<file path="src/rtl/seg7_scan_mux.sv">
`default_nettype none
// ============================================================================
//  Module      : seg7_scan_mux
//  Description : Time-multiplexed scan driver for a 4-digit common-anode
//                7-segment display. Captures a 16-bit value on a load strobe,
//                applies it only at frame boundaries, and walks the digits at
//                a prescaled rate with optional leading-zero blanking.
//  Revision    : 1.0 - initial release
// ============================================================================
module seg7_scan_mux #(
    parameter int PRESCALE = 50000,
    parameter bit LZ_BLANK = 1'b1
) (
    input  logic        clk,
    input  logic        rst,
    input  logic        load,
    input  logic [15:0] value,
    output logic [3:0]  bin_out,
    output logic        en_out,
    output logic [3:0]  an_out,
    output logic        frame_done
);

    // A one-cycle slot still needs a 1-bit counter to keep the datapath legal.
    localparam int                c_PC_W   = (PRESCALE > 1) ? $clog2(PRESCALE) : 1;
    localparam logic [c_PC_W-1:0] c_PC_MAX = c_PC_W'(PRESCALE - 1);

    logic [c_PC_W-1:0] r_pc;
    logic [1:0]        r_idx;
    logic [15:0]       r_disp;
    logic [15:0]       r_shd;
    logic              r_pending;

    logic              w_tick;
    logic              w_boundary;
    logic [c_PC_W-1:0] w_pc_nxt;
    logic [1:0]        w_idx_nxt;
    logic [15:0]       w_disp_nxt;
    logic [15:0]       w_shd_nxt;
    logic              w_pending_nxt;
    logic [3:0]        w_nib;
    logic              w_blank;
    logic [3:0]        w_an;

    assign w_tick     = (r_pc == c_PC_MAX);
    assign w_boundary = w_tick && (r_idx == 2'd3);

    // Next scan position and display/shadow bookkeeping. A load landing on the
    // boundary goes straight to the display and supersedes any shadowed value.
    always_comb begin
        w_pc_nxt      = r_pc + c_PC_W'(1);
        w_idx_nxt     = r_idx;
        w_disp_nxt    = r_disp;
        w_shd_nxt     = r_shd;
        w_pending_nxt = r_pending;
        if (w_tick) begin
            w_pc_nxt  = '0;
            w_idx_nxt = r_idx + 2'd1;
        end
        if (w_boundary) begin
            if (load) begin
                w_disp_nxt    = value;
                w_shd_nxt     = value;
                w_pending_nxt = 1'b0;
            end else if (r_pending) begin
                w_disp_nxt    = r_shd;
                w_pending_nxt = 1'b0;
            end
        end else if (load) begin
            w_shd_nxt     = value;
            w_pending_nxt = 1'b1;
        end
    end

    // Digit outputs derived from the post-edge index and display so the
    // registered nibble, enable and anode always describe the same state.
    always_comb begin
        w_nib   = w_disp_nxt[{w_idx_nxt, 2'b00} +: 4];
        w_blank = 1'b0;
        unique case (w_idx_nxt)
            2'd1:    w_blank = (w_disp_nxt[15:4]  == 12'h000);
            2'd2:    w_blank = (w_disp_nxt[15:8]  == 8'h00);
            2'd3:    w_blank = (w_disp_nxt[15:12] == 4'h0);
            default: w_blank = 1'b0;
        endcase
        w_blank = w_blank && LZ_BLANK;
        w_an    = w_blank ? 4'b1111 : ~(4'b0001 << w_idx_nxt);
    end

    // State and output registers; reset wins over load and tick.
    always_ff @(posedge clk) begin
        if (rst) begin
            r_pc       <= '0;
            r_idx      <= 2'd0;
            r_disp     <= 16'h0000;
            r_shd      <= 16'h0000;
            r_pending  <= 1'b0;
            bin_out    <= 4'h0;
            en_out     <= 1'b1;
            an_out     <= 4'b1110;
            frame_done <= 1'b0;
        end else begin
            r_pc       <= w_pc_nxt;
            r_idx      <= w_idx_nxt;
            r_disp     <= w_disp_nxt;
            r_shd      <= w_shd_nxt;
            r_pending  <= w_pending_nxt;
            bin_out    <= w_nib;
            en_out     <= ~w_blank;
            an_out     <= w_an;
            frame_done <= w_boundary;
        end
    end

endmodule
`default_nettype wire

</file>
<file path="config.mk">
export PLATFORM = sky130hd
export DESIGN_NAME = seg7_scan_mux
export DESIGN_NICKNAME = d
export VERILOG_FILES = /design/src/rtl/seg7_scan_mux.sv
export SDC_FILE = /design/constraint.sdc
export NUM_CORES = 1
export LEC_CHECK = 0
export CORE_MARGIN = 1
export CORE_UTILIZATION = 40
export CTS_CLUSTER_SIZE = 16
export DETAILED_ROUTE_END_ITERATION = 10
export PLACE_DENSITY_LB_ADDON = 0.05
export SYNTH_ARGS = -nofsm -noshare
export SYNTH_HDL_FRONTEND = slang
export SYNTH_SLANG_ARGS = --single-unit
</file>
<file path="constraint.sdc">
create_clock -name clk -period 3.2 [get_ports clk]
set_clock_uncertainty 0.15 [all_clocks]
set_input_delay 0.96 -clock clk [delete_from_list [all_inputs] [get_ports clk]]
set_output_delay 0.96 -clock clk [all_outputs]
set_load 0.01 [all_outputs]
</file>
==> results.md <==
* Status: completed
* DR DRC count at 0
* Ant diodes at 0
* I/O Buffers at 28
* CTS Root Cell: clkbuf_8
* Synth area leader: dfxtp_1
* Unrepaired setup endpoints after global routing: no
* Layout Nets at between 300 and 400
* Max-slew headroom at 45.31%
* Sequential element share of the synthesized area at 44.00%
* First-pass GRT wire length at 11290 µm
* Critical path endpoint category: flip-flop
* # IOs at 29
* Post-CTS Resized at 0
* Cell area after layout at 3287 µm²
* Drt via density at 5.588
* Synth-to-layout area growth at 18.44%
* Switching power at between 0.0003 and 0.0004 W
* Synth unique cells at 41
* Syn Nets at 330
* Critical Path Source Type: input port
* Share of layout cells above drive strength 1 at 8.235%
* Worst-Margin Slew at around 0.81 ns
* DP Area at about 3100 µm²
* Yosys warnings at 0
* WL per Instance at between 15 and 20 µm
* Gr usage total at 20.33%
* Crit Path Category: input port to flip-flop
* Die Area at 7275 µm²
* CTS Buf Count at 9
* Core Footprint at ~6500 µm²
* Clk network pwr share at between 40% and 50%
* Critical Path RT at around 3.3 ns
* Routed vias at approximately 2.3k
* Fillers at 631
* Syn avg cell area at 8.981 µm²
* Die Y at 85.30 µm
* Synthesized area at 2775 µm²
* PwrDens at about 450 nW/µm²
* Vias in the first global route at between 2k and 2.5k
* Worst-path clk slew at 0.06 ns
* Fin. max-slew vios at 0
* EDFF count, synth at 0
* Period Utilization, post-route at 89.56%
* Mapped Cells at a little over 300
* Switching share of power at 23.18%
* Max Cap Viol at 0
* Row cnt at 29
* Hold buffer count at CTS at 0
* CTS tree: done
* First DRT Iteration DRCs at 112
* ANT nets after route at 0
* Slowest Stage Delay on Critical Path at 0.69 ns
* VDD IR max at around 0.24 mV
* Global route overflow at 0
* Ys flop type: dfxtp_1
* Pint at 0.001133 W
* Area share of the largest cell type after synthesis at around 44%
* Top cells by area, synth: dfxtp_1, nor2_1, mux2i_1, a21oi_1, a32oi_1
* Final hold vios at 0
* Gp weighted congestion at 0.8013
* Arrival @ worst endpoint at 2.91 ns
* F_max at 348.9 MHz
* Postcts setup bufs at 0
* Post-DP HPWL at about 4700 µm
* Clock sink total at 61
* Worst-path fanout max at 6
* Initial Utilization at 42.49%
* Worst hold path class: flip-flop to flip-flop
* DRT Pass-1 Iters at 4
* WL final at 6749 µm
* Clock Path Buffers at 2
* Worst path cell trace: clkdlybuf4s50_1 > inv_1 > or4_1 > o22a_1 > a31oi_1 > a211oi_1
* FF+latch count, synth at 61
* Fin crit period at 2.866 ns
* Final setup TNS at 0 ns
* Flop pwr share at 53.4%
* Die width at 85.30 µm
* Ys async rst share at 0%
* Largest net degree at the start of global routing at 30
* Finish-stage setup viols at 0
* Slowest CP cell: or4_1
* Leakage at 1.219 nW
* Initial antenna violation count at 0
* Comb pwr share at 6.3%
* Htree depth at 3
* Worst-Skew Late Latency at between 0.3 and 0.4 ns
-- layout make-up --
type,instances,area [µm²],share of cell area [%]
Tap cell,77,96.34,2.931
Sequential cell,61,1221,37.15
Clock inverter,2,10.01,0.3045
Inverter,7,26.28,0.7994
Multi-Input combinational cell,221,1430,43.51
Timing Repair Buffer,37,347.8,10.58
Clock buffer,12,155.1,4.720
-- power groups by stage --
stage	registers [W]	clock network, W	logic, W
2_1_floorplan	0.000799	0	0.0000540
6_report	0.000788	0.000593	0.0000934
5_1_grt	0.000790	0.000658	0.000103
3_5_place_dp	0.000805	0	0.0000939
4_1_cts	0.000788	0.000617	0.0000944
3_3_place_gp	0.000805	0	0.0000932
-- per-layer routing --
| metal | vias up | global-route usage, % | wire, µm |
|---|---|---|---|
| met2 | 49 | 30.50 | 2975 |
| met4 | 0 | 7.576 | 71 |
| met1 | 1111 | 27.66 | 3437 |
| li1 | 1164 | - | - |
| met5 | - | 0 | 0 |
| met3 | 6 | 6.031 | 264 |
-- placed cells by master (no fill, tap or decap), types with 10 or more instances in the layout --
cell             count
dfxtp_1             61
nor2_1              49
a21oi_1             30
clkdlybuf4s50_1     28
mux2i_1             18
clkbuf_8            11
and2_1              10
a32oi_1             10
nand2_1             10
xnor2_1             10
-- sequential cells by signal, summed over array words and instances, names as in the netlist --
register,flops
r_shd,16
frame_done,1
r_pc,16
an_out,4
r_pending,1
bin_out,4
r_disp,16
r_idx,2
en_out,1
-- metrics by stage --
stage | worst slack (ns) | hold WS (ns) | power [W] | util, % | cells
2_1_floorplan | 0.6386 | 0.2632 | 0.0008526 | - | 309
3_3_place_gp | 0.07578 | 0.2729 | 0.0008980 | 47.80 | 403
3_5_place_dp | 0.006624 | 0.2898 | 0.0008985 | 47.80 | 403
4_1_cts | 0.3653 | 0.3020 | 0.001499 | 50.33 | 417
5_1_grt | 0.2004 | 0.3686 | 0.001551 | 50.33 | 417
6_report | 0.3340 | 0.3050 | 0.001475 | 50.33 | 417
-- synthesized netlist by cell type, drive strengths merged, types with 4 or more instances --
| master | count |
|---|---|
| a21oi | 30 |
| a31oi | 6 |
| a32oi | 10 |
| and2 | 10 |
| and3 | 11 |
| buf | 7 |
| clkbuf | 13 |
| dfxtp | 61 |
| inv | 7 |
| mux2i | 18 |
| nand2 | 10 |
| nand3 | 8 |
| nand4 | 6 |
| nor2 | 49 |
| nor3 | 4 |
| nor4b | 6 |
| o21ai | 8 |
| o22a | 6 |
| xnor2 | 10 |
| xor2 | 5 |
-- final timing paths --
| check | startpoint | endpoint | slack [ns] | cells past startpoint |
|---|---|---|---|---|
| max reg2reg | r_pc[7]$_SDFF_PP0_ | bin_out[3]$_SDFF_PP0_ | 0.41 | 6 |
| min | r_pc[0]$_SDFF_PP0_ | r_pc[0]$_SDFF_PP0_ | 0.30 | 1 |
| max | load | bin_out[3]$_SDFF_PP0_ | 0.33 | 6 |
| min reg2reg | r_pc[0]$_SDFF_PP0_ | r_pc[0]$_SDFF_PP0_ | 0.30 | 1 |
-- worst max-delay path, delay by kind of cell --
family	cells	cell delay [ns]
buffers and inverters	2	0.70
and+or+nand+nor	1	0.69
AOI/OAI and AO/OA	3	0.55
-- logic make-up after synthesis --
logic type	count (synthesis)	synth area share, %
adders and majority gates	2	0.9016
and+or+nand+nor	117	23.72
xor gates and xnor gates	15	4.734
buffers and inverters	27	4.464
DFF	61	44.00
muxes	18	6.492
AOI/OAI and AO/OA	69	15.69
Note: power is estimated with default switching activity, not from simulation.
